<file path="src/rtl/uart_pkg.sv">
// ---------------------------------------------------------------------------
// uart_pkg : shared UART types (parity modes, receiver FSM states)
// Rev 1.0
// ---------------------------------------------------------------------------
`default_nettype none

package uart_pkg;

  typedef enum logic [1:0] {
    PAR_NONE = 2'd0,
    PAR_EVEN = 2'd1,
    PAR_ODD  = 2'd2
  } parity_t;

  typedef enum logic [2:0] {
    IDLE  = 3'd0,
    START = 3'd1,
    DATA  = 3'd2,
    PAR   = 3'd3,
    STOP  = 3'd4
  } rx_state_t;

endpackage

`default_nettype wire

</file>
<file path="src/rtl/uart_rx_fifo.sv">
// ---------------------------------------------------------------------------
// uart_rx_fifo : synchronous FIFO with first-word fall-through read
// Rev 1.0
// ---------------------------------------------------------------------------
`default_nettype none

module uart_rx_fifo #(
  parameter int WIDTH = 10,
  parameter int DEPTH = 4
) (
  input  logic             clk,
  input  logic             rst_n,
  input  logic             push,
  input  logic             pop,
  input  logic [WIDTH-1:0] din,
  output logic [WIDTH-1:0] dout,
  output logic             full,
  output logic             empty
);

  localparam int AW = $clog2(DEPTH);

  logic [WIDTH-1:0] mem [DEPTH];
  logic [AW-1:0]    wr_ptr;
  logic [AW-1:0]    rd_ptr;
  logic [AW:0]      count;
  logic             do_push;
  logic             do_pop;

  assign empty   = (count == '0);
  assign full    = (count == (AW+1)'(DEPTH));
  assign do_pop  = pop && !empty;
  // A pop in the same cycle frees the slot, so a push into a full FIFO is accepted.
  assign do_push = push && (!full || do_pop);
  assign dout    = mem[rd_ptr];

  always_ff @(posedge clk) begin
    if (do_push) mem[wr_ptr] <= din;
  end

  always_ff @(posedge clk) begin
    if (!rst_n) begin
      wr_ptr <= '0;
      rd_ptr <= '0;
      count  <= '0;
    end else begin
      if (do_push) wr_ptr <= wr_ptr + 1'b1;
      if (do_pop)  rd_ptr <= rd_ptr + 1'b1;
      case ({do_push, do_pop})
        2'b10:   count <= count + 1'b1;
        2'b01:   count <= count - 1'b1;
        default: count <= count;
      endcase
    end
  end

endmodule

`default_nettype wire

</file>
<file path="src/rtl/uart_rcv_cfg.sv">
// ---------------------------------------------------------------------------
// uart_rcv_cfg : configurable UART receiver with error flags and RX FIFO
// Rev 1.0
// ---------------------------------------------------------------------------
`default_nettype none

module uart_rcv_cfg
  import uart_pkg::*;
#(
  parameter int      CLK_DIV    = 43,
  parameter int      DATA_BITS  = 8,
  parameter parity_t PARITY     = PAR_NONE,
  parameter int      STOP_BITS  = 1,
  parameter int      FIFO_DEPTH = 4
) (
  input  logic                 clk,
  input  logic                 rst_n,
  input  logic                 RX,
  input  logic                 rd_en,
  input  logic                 clr_err,
  output logic [DATA_BITS-1:0] rx_data,
  output logic                 par_err,
  output logic                 frm_err,
  output logic                 rdy,
  output logic                 ovr_err
);

  localparam int                CW        = $clog2(CLK_DIV);
  localparam int                BW        = $clog2(DATA_BITS + 1);
  localparam int                FW        = DATA_BITS + 2;
  localparam logic [CW-1:0]     TC_HALF   = CW'(CLK_DIV / 2 - 1);
  localparam logic [CW-1:0]     TC_FULL   = CW'(CLK_DIV - 1);
  localparam logic [BW-1:0]     LAST_DATA = BW'(DATA_BITS - 1);
  localparam logic [BW-1:0]     LAST_STOP = BW'(STOP_BITS - 1);

  logic                 rx_meta;
  logic                 rx_sync;
  rx_state_t            state;
  rx_state_t            state_nxt;
  logic [CW-1:0]        baud_cnt;
  logic [BW-1:0]        bit_cnt;
  logic [DATA_BITS-1:0] shreg;
  logic                 par_flag;
  logic                 frm_flag;
  logic                 par_calc;
  logic                 tc;
  logic                 push;
  logic [FW-1:0]        push_data;
  logic [FW-1:0]        head;
  logic                 full;
  logic                 empty;

  // Both flops reset high so an idle line never looks like a start bit.
  always_ff @(posedge clk) begin
    if (!rst_n) begin
      rx_meta <= 1'b1;
      rx_sync <= 1'b1;
    end else begin
      rx_meta <= RX;
      rx_sync <= rx_meta;
    end
  end

  assign tc       = (state == START) ? (baud_cnt == TC_HALF) : (baud_cnt == TC_FULL);
  assign par_calc = (PARITY == PAR_ODD) ? ~^{shreg, rx_sync} : ^{shreg, rx_sync};

  always_ff @(posedge clk) begin
    if (!rst_n) state <= IDLE;
    else        state <= state_nxt;
  end

  always_comb begin
    state_nxt = state;
    push      = 1'b0;
    push_data = {frm_flag | ~rx_sync, par_flag, shreg};
    case (state)
      IDLE:  if (!rx_sync) state_nxt = START;
      START: if (tc) state_nxt = rx_sync ? IDLE : DATA;
      DATA:  if (tc && (bit_cnt == LAST_DATA))
               state_nxt = (PARITY == PAR_NONE) ? STOP : PAR;
      PAR:   if (tc) state_nxt = STOP;
      STOP:  if (tc && (bit_cnt == LAST_STOP)) begin
               push      = 1'b1;
               state_nxt = IDLE;
             end
      default: state_nxt = IDLE;
    endcase
  end

  always_ff @(posedge clk) begin
    if (!rst_n) begin
      baud_cnt <= '0;
      bit_cnt  <= '0;
      shreg    <= '0;
      par_flag <= 1'b0;
      frm_flag <= 1'b0;
    end else begin
      if ((state == IDLE) || (state_nxt != state) || tc) baud_cnt <= '0;
      else                                               baud_cnt <= baud_cnt + 1'b1;

      if (state_nxt != state)                            bit_cnt <= '0;
      else if (tc && ((state == DATA) || (state == STOP))) bit_cnt <= bit_cnt + 1'b1;

      if ((state == DATA) && tc) shreg <= {rx_sync, shreg[DATA_BITS-1:1]};

      if (state == START) begin
        par_flag <= 1'b0;
        frm_flag <= 1'b0;
      end
      if ((state == PAR) && tc)  par_flag <= par_calc;
      if ((state == STOP) && tc) frm_flag <= frm_flag | ~rx_sync;
    end
  end

  uart_rx_fifo #(
    .WIDTH (FW),
    .DEPTH (FIFO_DEPTH)
  ) u_fifo (
    .clk   (clk),
    .rst_n (rst_n),
    .push  (push),
    .pop   (rd_en),
    .din   (push_data),
    .dout  (head),
    .full  (full),
    .empty (empty)
  );

  // A simultaneous pop makes room, so only an unserviced full push is an overrun.
  always_ff @(posedge clk) begin
    if (!rst_n)                        ovr_err <= 1'b0;
    else if (push && full && !rd_en)   ovr_err <= 1'b1;
    else if (clr_err)                  ovr_err <= 1'b0;
  end

  assign rdy     = !empty;
  assign rx_data = rdy ? head[DATA_BITS-1:0] : '0;
  assign par_err = rdy & head[DATA_BITS];
  assign frm_err = rdy & head[DATA_BITS+1];

endmodule

`default_nettype wire

</file>
<file path="config.mk">
export PLATFORM = sky130hd
export DESIGN_NAME = uart_rcv_cfg
export DESIGN_NICKNAME = d
export VERILOG_FILES = /design/src/rtl/uart_pkg.sv /design/src/rtl/uart_rx_fifo.sv /design/src/rtl/uart_rcv_cfg.sv
export SDC_FILE = /design/constraint.sdc
export NUM_CORES = 1
export LEC_CHECK = 0
export CELL_PAD_IN_SITES_DETAIL_PLACEMENT = 0
export CELL_PAD_IN_SITES_GLOBAL_PLACEMENT = 1
export CORE_ASPECT_RATIO = 0.75
export CORE_MARGIN = 2
export CORE_UTILIZATION = 49
export CTS_CLUSTER_DIAMETER = 120
export DETAILED_ROUTE_END_ITERATION = 16
export GPL_ROUTABILITY_DRIVEN = 0
export GPL_TIMING_DRIVEN = 1
export PLACE_DENSITY_LB_ADDON = 0.1
export SYNTH_ARGS = -nofsm -noshare
export SYNTH_HDL_FRONTEND = slang
export SYNTH_SLANG_ARGS = --single-unit
</file>
<file path="constraint.sdc">
create_clock -name clk -period 3.3 [get_ports clk]
set_input_delay 0.495 -clock clk [delete_from_list [all_inputs] [get_ports clk]]
set_output_delay 0.495 -clock clk [all_outputs]
set_load 0.005 [all_outputs]
</file>
After elaboration in Yosys (flattened, before gate mapping) --
Memories as Yosys holds them, arrays and structs flattened. A register that Yosys moved wholly into a read port is not among the register bits. Index checks and enable logic that the tools add are counted. Widths: inputs -> output; s select.
Operators by class: add/sub/neg operators 6, equality and inequality tests 11, multiplexer cells 21, bitwise operators 5, reduce and logical (&&, ||, !) cells 27
Operators with widths (count):
- $mux 3 | 5
- $pmux 3 s5 | 1
- $logic_and 1x1->1 | 10
- $mux 1 | 10
- $reduce_xor 9->1 | 1
- $mux 8 | 1
- $reduce_bool 2->1 | 4
- $add 6x1->6 const B | 1
- $eq 3x2->1 const B | 2
- $eq 3x3->1 const B | 2
- $eq 6x5->1 const B | 1
- $eq 6x6->1 const B | 1
- $logic_not 3->1 | 2
- $mux 2 | 3
- $pmux 3 s2 | 1
- $add 2x1->2 const B | 2
- $add 4x1->4 const B | 1
- $eq 4x3->1 const B | 1
- $logic_not 4->1 | 1
- $logic_or 1x1->1 | 4
- $reduce_or 2->1 | 2
- $add 3x1->3 const B | 1
- $eq 3x1->1 const B | 1
- $logic_not 1->1 | 3
- other kinds (7) | 9
Word-level totals: flip-flop bits (word level) 33, bits in writable memories 40, input port bits 5, output and inout bits 12, logic and storage cells 83, memories 1
Memories:
- u_fifo.mem | words 4, bits a word 10, read ports 1, clocked after Yosys merged registers in 1, write ports 1, line uart_rx_fifo.sv:23 | logic [WIDTH-1:0] mem [DEPTH];

Depth between registers and ports, before layout --
Gate-level depths: netlist of run 1.
depth after elaboration 9, depth in mapped cells 13, depth with buffers taken out 12

Cells and area by module --
From an unflattened synthesis of run 1, not the netlist that was laid out.
Second synthesis, totals: cell total of the unflattened synthesis 268, area total of the unflattened synthesis 3382.0 sq um
By module, submodules not included:
- uart_rx_fifo | instances 1, cells an instance 106, area each 1930.6 sq um, seq. area each 1381.3 sq um
- uart_rcv_cfg | instances 1, cells an instance 162, area each 1451.4 sq um, seq. area each 520.5 sq um

Worst setup path after synthesis of run 1 --
OpenSTA, ideal clock, no wires.
kind register to register, from reg bit_cnt[0], to reg u_fifo.count[2], library setup time 0.071 ns, arrival time 2.461 ns, required time 3.229 ns, path slack 0.769 ns, cell stages (with the launch flop) 14, buffers on the path 1, clock period less this slack 2.531 ns, path through dfxtp_1 > inv_1 > ha_1 > and4bb_2 > and4b_1 > clkbuf_2 > and2_1 > inv_1 > ha_1 > inv_1 > fa_1 > xor2_1 > or3_1 > a21oi_1
On the way: longest elaborated chain between the ends 7, elaborated cells on any way between the ends 9, classes of those cells eq/ne (2); mux (3); reduce/logical (4)
RTL lines:
- from (decl) | line uart_rcv_cfg.sv:41 | logic [BW-1:0] bit_cnt;
- from (signal assigned) | line uart_rcv_cfg.sv:102 | else if (tc && ((state == DATA) || (state == STOP))) bit_cnt <= bit_cnt + 1'b1;
- $logic_not 4->1 (*) | line uart_rcv_cfg.sv:82 | STOP: if (tc && (bit_cnt == LAST_STOP)) begin
- $logic_and 1x1->1 (*) | line uart_rcv_cfg.sv:82
- $mux 1 (*) | line uart_rcv_cfg.sv:82
- $mux 1 (*) | line uart_rcv_cfg.sv:76 | case (state)
- $logic_and 1x1->1 (*) | line uart_rx_fifo.sv:34 | assign do_push = push && (!full || do_pop);
- $eq 2x1->1 or $eq 2x2->1 (tied branches) | line uart_rx_fifo.sv:49 | case ({do_push, do_pop})
- $pmux 3 s2 or $reduce_bool 2->1 (tied branches)
- to (signal assigned) | line uart_rx_fifo.sv:50 | 2'b10: count <= count + 1'b1;
- to (signal assigned) | line uart_rx_fifo.sv:51 | 2'b01: count <= count - 1'b1;
- to (signal assigned) | line uart_rx_fifo.sv:52 | default: count <= count;
- to (decl) | line uart_rx_fifo.sv:26 | logic [AW:0] count;
Mark *: on every way between the ends. The rest lies on a longest branch, timed or not. A chain may end at the register's enable or synchronous reset.

==> results, run 1 <==
- The flow ran to the end, and the final reports show no timing, DRC or antenna violations.
- The post-synthesis async set-or-reset flop share is 0.
- The aggregate negative setup slack is 0 ps.
- The number of global-route vias before repair was 1836.
- The length of routed met3 wiring is 257 um.
- The residual antenna-violating net count after detailed routing is 0.
- From synthesis to final layout, the design area changed by 11.5%.
- The number of antenna violations at the first check in global routing is 0.
- The buffer cell driving the clock tree root is sky130_fd_sc_hd__clkbuf_8.
- Of the synthesized area, sequential elements account for 0.566.
- The final hold violation count came to 0.
- The number of H-tree levels is 3.
- The clock transition at the registers of the reported paths is 80 ps.
- Across the routed clock network, the largest skew measured is 4.36 ps.
- The maximum clock rate is 361 MHz.
- The share of cells above drive strength 1 is 0.120.
- The worst-case clock buffer depth is 2.
- The max-capacitance violation count is 0.
- The share of the cycle needed by the critical path after routing is 0.840.
- The via count is 1986.
- The critical path launch point type is a flip-flop.
- The largest net degree at the start of global routing is 21.
- The die span in y is 75.7 um.
- The worst min-delay path category is reg -> reg.
- For this run the aggregate overflow at the end of global routing stands at 0.
- After the last flow step, the layout net total stands at slightly below 300.
- The routed length on met1 is 3250 um.
- The clock insertion delay at the later pin of the skew report is 340 ps.
- The first global-routing pass estimated 9960 um of wire.
- The share of the synthesized area in the top cell type is 0.358.
- The number of pins with negative max-slew slack in the final report is 0.
- The required time of the critical path is 2800 ps.
- The number of enable flip-flop cells after synthesis is 40.
- After synthesis, the mean cell area works out to about 13 um^2.
- The post-placement worst setup slack is 261 ps.
- Synthesis inferred 75 register bits.
- The smallest clock period supported by the final layout is computed as about 2800 ps.
- Total power for the finished layout comes to 1.69 mW.
- The worst register-to-register path begins at bit_cnt[0].
- The critical path class is reg -> out.
- Headroom to the max-slew limit came out at 0.558.
- The worst IR drop on VDD is 0.000206 V.
- The core region is about 6700 um^2.
- The pin slew with the least headroom to its limit is 662 ps.
- The dominant cell type by area after synthesis is sky130_fd_sc_hd__edfxtp_1.
- Summed over all layers, the routed wires come to between 6000 and 7000 um.
- The total setup violations reported at the end of the flow is 0.
- The capture instance of the worst register-to-register path is u_fifo.count[2].
- Of all nets on the critical path, the largest fanout is 6.
- The floorplan has 26 rows.
- TritonCTS built the clock tree.
- The number of design rule violations left after detail routing is 0.
- The minimum setup slack in the final design is 527 ps.
- For this run, the total global-route usage over all layers was measured as 0.180.
- The number of nets in the synthesized netlist is 277.
- The number of antenna diodes in the final layout is 0.
- Synthesis produced a netlist whose cell count is 263.
- Summing all non-filler instances in the final layout gives an area of 3750 um^2.
- Once the clock tree was built, the setup fixing pass inserted 0 buffers.
- Routed signal wires occupy layers up through met4.
- Measured in cells, the most critical reg-to-reg path has a length of 12.
- The die is approximately 100 um wide.
- The starting density of the core is 0.499.
- The number of different library cells in the post-synthesis netlist is 48.
- Setup repair after global routing left no endpoint under its margin.
- The most used standard cell by instance count after synthesis is sky130_fd_sc_hd__edfxtp_1.
- The placed standard-cell area is between 3000 and 4000 um^2.
- Input and output buffers added on the ports amount to 16.
- The area of the die is 7540 um^2.
- In the final routed layout, each cell accounts on average for 16.8 um.
- The number of design-rule violations left by the first detailed-router iteration is 105.
- The count of hold buffers inserted by post-cts repair is 0.
- The sink count of the clock tree is 75.
- After filler insertion, the fill cell instance count of the layout stands at 559.
- The leakage power summed over all cells is 1.33 nW.
- The most used flip-flop cell after synthesis is sky130_fd_sc_hd__edfxtp_1.
- The setup slack of the worst register-to-register path is 640 ps.
- The first TritonRoute pass finished after 4 iterations.
- Once detailed placement completed, the half-perimeter wirelength came to about 4100 um.
- The synthesized area is 3360 um^2.
- Data on the critical path arrives at its endpoint at 2280 ps.
- Yosys attributes the largest share of cell area to sky130_fd_sc_hd__edfxtp_1 36%, sky130_fd_sc_hd__dfxtp_1 21%, sky130_fd_sc_hd__mux4_2 6.7%.
- The element type at the critical path end is a primary output.
- By count the netlist is led by 40 x sky130_fd_sc_hd__edfxtp_1, 35 x sky130_fd_sc_hd__dfxtp_1, 19 x sky130_fd_sc_hd__nor2_1.
- Using the TritonRoute via totals, the vias-per-cell ratio works out to 5.41.
- The end-of-flow core utilization is 0.556.
- The post-cts repair resize count is 0.
- Power spread over the standard cell area amounts to 452 nW/um^2.
- The last element of the critical path is par_err.
- The number of buffers added by the clock tree synthesis step is 9.
- For this run, the number of Yosys warnings is 0.
- The number of I/O pins is 17.
- The wire length on met2 is 2620 um.
[power breakdown]
group	internal [mW]	total [mW]	switching [mW]	leakage, nW
Sequential	0.974	0.979	0.00442	0.662
Combinational	0.0112	0.0293	0.0180	0.577
Clock	0.349	0.686	0.337	0.0885
Total	1.33	1.69	0.359	1.33
[how the worst min path moves through the flow]
stage               depth (start not counted)  slack (ps)     from  endpoint
floorplan                                   1         390  rx_meta   rx_sync
global placement                            1         410  rx_meta   rx_sync
detailed placement                          1         410  rx_meta   rx_sync
CTS                                         1         430  rx_meta   rx_sync
global route                                1         460  rx_meta   rx_sync
finish                                      1         420  rx_meta   rx_sync
[metal layers]
metal  GRT usage  vias up
li1            -      996
met1       0.273      954
met2       0.254       31
met3      0.0440        5
met4      0.0594        0
met5           0        -
[layout make-up]
type / instances / area [um^2] / share of cell area
Clock buffer: 10 / 128 / 0.0341
Tap cell: 84 / 105 / 0.0280
Timing Repair Buffer: 18 / 175 / 0.0467
Inverter: 9 / 33.8 / 0.00902
Clock inverter: 6 / 66.3 / 0.0177
Sequential cell: 75 / 1900 / 0.508
Multi-Input combinational cell: 165 / 1340 / 0.357
[critical path, stage by stage, from the launching register on]
cell and delay [ps]:
sky130_fd_sc_hd__dfxtp_1 590, sky130_fd_sc_hd__buf_4 260, sky130_fd_sc_hd__mux4_2 490, sky130_fd_sc_hd__and2_1 170, sky130_fd_sc_hd__clkdlybuf4s50_1 430
[layout by cell type, fill, tap and decap left out, types with 2 or more instances in the layout]
master and instances:
sky130_fd_sc_hd__a21oi_1 11, sky130_fd_sc_hd__and2_1 12, sky130_fd_sc_hd__nand2b_1 3, sky130_fd_sc_hd__o21ai_0 8, sky130_fd_sc_hd__or4b_1 2, sky130_fd_sc_hd__a21o_1 2, sky130_fd_sc_hd__nand2_1 4, sky130_fd_sc_hd__inv_1 9
sky130_fd_sc_hd__buf_4 2, sky130_fd_sc_hd__nand4_1 3, sky130_fd_sc_hd__nor2_1 19, sky130_fd_sc_hd__and3_1 6, sky130_fd_sc_hd__nor4_1 4, sky130_fd_sc_hd__xnor2_1 7, sky130_fd_sc_hd__dfxtp_1 35, sky130_fd_sc_hd__nand3_1 9
sky130_fd_sc_hd__mux2i_1 9, sky130_fd_sc_hd__nand4b_1 2, sky130_fd_sc_hd__ha_1 8, sky130_fd_sc_hd__clkdlybuf4s50_1 16, sky130_fd_sc_hd__clkinvlp_4 3, sky130_fd_sc_hd__and4b_1 2, sky130_fd_sc_hd__nor4b_1 2, sky130_fd_sc_hd__edfxtp_1 40
sky130_fd_sc_hd__nor3_1 7, sky130_fd_sc_hd__clkbuf_8 9, sky130_fd_sc_hd__mux4_2 10, sky130_fd_sc_hd__or3_1 6, sky130_fd_sc_hd__xor2_1 10, sky130_fd_sc_hd__nor2b_1 3
[cell families (layout without fill, tap and decap cells)]
family,Yosys count,count (layout),share of synthesized area
simple gates,91,91,0.166
flops,75,75,0.566
compound gates,27,27,0.0480
buf+inv,23,43,0.0357
mux,20,20,0.0972
xor+xnor,18,18,0.0510
fa+ha+maj,9,9,0.0358
[sequential cells by signal, summed over array words and instances, names as in the netlist, named ones only]
signal	cells
frm_flag	1
shreg	8
u_fifo.mem	40
par_flag	1
rx_sync	1
rx_meta	1
state	3
baud_cnt	6
u_fifo.wr_ptr	2
ovr_err	1
u_fifo.rd_ptr	2
u_fifo.count	3
bit_cnt	4
[through the flow]
stage | std cells | hold slack, ps
after detailed placement | 351 | 407
after global routing | 367 | 459
after CTS | 367 | 427
after floorplan | 263 | 386
after global placement | 351 | 409
final | 367 | 419
(Power assumes the default switching activity.)
==> inputs of run 2 (changes only) <==
--- a/config.mk
+++ b/config.mk
@@ -9,7 +9,7 @@
 export CELL_PAD_IN_SITES_GLOBAL_PLACEMENT = 1
 export CORE_ASPECT_RATIO = 0.75
 export CORE_MARGIN = 2
-export CORE_UTILIZATION = 49
+export CORE_UTILIZATION = 44
 export CTS_CLUSTER_DIAMETER = 120
 export DETAILED_ROUTE_END_ITERATION = 16
 export GPL_ROUTABILITY_DRIVEN = 0
==> constraint.sdc (replaced) <==
create_clock -name clk -period 2.4 [get_ports clk]
set_input_delay 0.36 -clock clk [delete_from_list [all_inputs] [get_ports clk]]
set_output_delay 0.36 -clock clk [all_outputs]
set_load 0.005 [all_outputs]
==> results, run 2 (synthesis results as in run 1) <==
- The flow ran to the end, and the final reports show no timing, DRC or antenna violations.
- The area of the core is 7360 um^2 (+9.4%).
- The number of design rule violations left after detail routing is 0 (unchanged).
- The relative slew slack was 0.552 (-0.00645).
- The end-of-flow core utilization is 0.544 (-0.0127).
- The via count was 2063 (+3.9%).
- The row count is 27 (+3.8%).
- The buffer cell driving the clock tree root is sky130_fd_sc_hd__clkbuf_8.
- The worst min-delay path category is reg -> reg.
- The critical path goes through inv_2 > ha_4 > and4bb_2 > and4b_1 > and2_1 > inv_1 > ha_2 > inv_2 > fa_2 > xor2_1 > or3_1 > a21oi_1.
- STA classifies the critical path endpoint as a flip-flop.
- The met1 usage is 0.250 (-0.0222).
- Setup repair after global routing could not meet its margin everywhere.
- The delay of the slowest cell on the worst path came to 330 ps (-260 ps).
- The count of hold buffers inserted by post-cts repair is 0 (unchanged).
- The number of buffers added by the clock tree synthesis step is 9 (unchanged).
- The total setup violations reported at the end of the flow is 0 (unchanged).
- The starting density of the core is 0.456 (-0.0427).
- The most common library cell in the layout ignoring fill and taps is sky130_fd_sc_hd__edfxtp_1.
- The area of the die is 8360 um^2 (+11%).
- Among all stages on the critical path, the largest delay is contributed by sky130_fd_sc_hd__dfxtp_2.
- The number of global-route vias before repair is 1909 (+4.0%).
- The final hold violation count is 0 (unchanged).
- The flip-flop count of the largest register, all copies and words added is 40 (unchanged).
- The share of cells above drive strength 1 is 0.205 (+0.0845).
- The register area is 1910 um^2 (+0.20%).
- The filler cell count in the final layout came to 650 (+16%).
- The global routing met2 resource utilization was 0.234 (-0.0200).
- The max-capacitance violation count is 0 (unchanged).
- The number of pins with negative max-slew slack in the final report came to 0 (unchanged).
- The clock transition at the registers of the reported paths was 80 ps (about the same).
- The critical path arrival is 2650 ps (+370 ps).
- The smallest clock period supported by the final layout is computed as 2380 ps.
- The global-route layer with the greatest usage is met1.
- The post-route clock skew is 6.11 ps (+1.75 ps).
- The setup slack of the worst register-to-register path came to 20 ps (-620 ps).
- The residual antenna-violating net count after detailed routing is 0 (unchanged).
- The critical-path maximum fanout came to 2 (-4).
- The clock tree from TritonCTS is built.
- The total routed wirelength is 6440 um (+4.2%).
- The routed wire length per instance is 15.9 um (-5.3%).
- The critical path class is reg -> reg.
- The first-pass iteration count of the detailed router is 5 (+1).
- The area used by multi-input combinational logic came to 1360 um^2 (+1.3%).
- The number of I/O pins was 17 (unchanged).
- The power density normalized to cell area is 637 nW/um^2 (+41%).
- The number of H-tree levels is 3 (unchanged).
- The wire length of the first global-routing pass is 10400 um (+4.6%).
- The top cell types in the final layout, fill and taps aside, are 40 x sky130_fd_sc_hd__edfxtp_1, 32 x sky130_fd_sc_hd__dfxtp_1, 21 x sky130_fd_sc_hd__buf_4, 19 x sky130_fd_sc_hd__nor2_1, 13 x sky130_fd_sc_hd__clkdlybuf4s50_1.
- Of the available clock period, the critical path in the final layout requires 0.991.
- The number of antenna violations at the first check in global routing is 0 (unchanged).
- The sink count of the clock tree is 75 (unchanged).
- The count of input and output buffers is 16 (unchanged).
- The largest net degree at the start of global routing is 21 (unchanged).
- The overall die width is 105 um (+5.3%).
- The worst IR drop on VDD is 0.000296 V (+44%).
- The total congestion overflow came to 0 (unchanged).
- The worst setup path is launched from a flip-flop.
- In the final layout, the registers with the most flip-flops are u_fifo.mem: 40 flops, shreg: 8 flops, baud_cnt: 6 flops.
- The post-detailed-placement half-perimeter wirelength came to 4360 um (+5.7%).
- The number of design-rule violations left by the first detailed-router iteration is 89 (-15%).
- The synthesis-to-layout area growth is 19.2%.
- The clock insertion delay at the later pin of the skew report came to 350 ps (about the same).
- The routing usage on met3 was 0.0563 (+0.0123).
- The required time of the critical path is 2670 ps (-130 ps).
- The total routing resource utilization after global routing is 0.168 (-0.0114).
- The maximum clock rate is 421 MHz.
- The mean number of vias per cell is 5.11 (-5.6%).
- The number of nets in the layout is 312 (+6.8%).
- The hold slack was 420 ps (+1.13 ps).
- The leakage power summed over all cells is 1.52 nW (+15%).
- The pin slew with the least headroom to its limit is 672 ps (+9.67 ps).
- The register with the highest flop count is u_fifo.mem.
- The die span in y is 79.7 um (+5.2%).
- The overall power of the completed layout is 2.55 mW (+51%).
- The diode insertion count for antenna repair was 0 (unchanged).
- The worst-case clock buffer depth is 2 (unchanged).
- By instance count, the cell type seen most on the critical path is sky130_fd_sc_hd__inv_2.
run 2: cell count changes in the layout (fill, tap and decap cells not counted), sizes merged:
cell           change
clkinvlp           -2
buf               +20
clkdlybuf4s50      -3
inv                +1
clkbuf             -1
dlymetal6s2s       +3
bufinv             +2
run 2: stage by stage:
step | area [um^2] | setup TNS, ps | instances | setup WS, ps
after floorplan | 3370 | -16.3 | 263 | -16.3
after global placement | 3740 | -389 | 387 | -262
after detailed placement | 3740 | -516 | 387 | -336
after CTS | 4000 | -11.9 | 404 | -11.9
after global routing | 4010 | -121 | 404 | -121
final | 4010 | 0 | 404 | 22.5
run 2: path summary, 6_finish.rpt:
| kind | from | to | cells after the start |
|---|---|---|---|
| setup / recovery | bit_cnt[0] | u_fifo.count[2] | 12 |
| hold / removal | rx_meta | rx_sync | 1 |
| setup reg to reg | bit_cnt[0] | u_fifo.count[2] | 12 |
| hold reg to reg | rx_meta | rx_sync | 1 |
run 2: repair_timing:
item,4_1_cts,5_1_grt
gates cloned,0,0
resized for setup,2,3
pin swaps,0,2
setup buffers,1,0
setup endpoints to repair,2,4
run 2: layer usage:
layer  wire, um  up-vias
li1           -     1036
met1       3290      991
met2       2810       34
met3        320        2
met4         24        0
met5          0        -
run 2: area by class of cell:
cell class / count / area share
inverters: 9 / 0.00843
multi-input cells: 165 / 0.338
repair buffers: 38 / 0.0862
flip-flops and latches: 75 / 0.476
clock buffers: 9 / 0.0309
well taps: 101 / 0.0316
clock inverters: 7 / 0.0287
run 2: critical path, delay by kind of cell, from the launching register on:
kind / cells / cell delay [ps]
AND/OR/NAND/NOR: 4 / 880
adder cells (fa/ha/maj): 3 / 650
flip-flops: 1 / 330
buffers and inverters: 3 / 150
XOR/XNOR: 1 / 150
AO/OA/AOI/OAI: 1 / 140
run 2: power breakdown:
part	switching [mW]	internal, mW
Clock	0.473	0.689
Combinational	0.0293	0.0199
Sequential	0.00279	1.34
Total	0.505	2.05
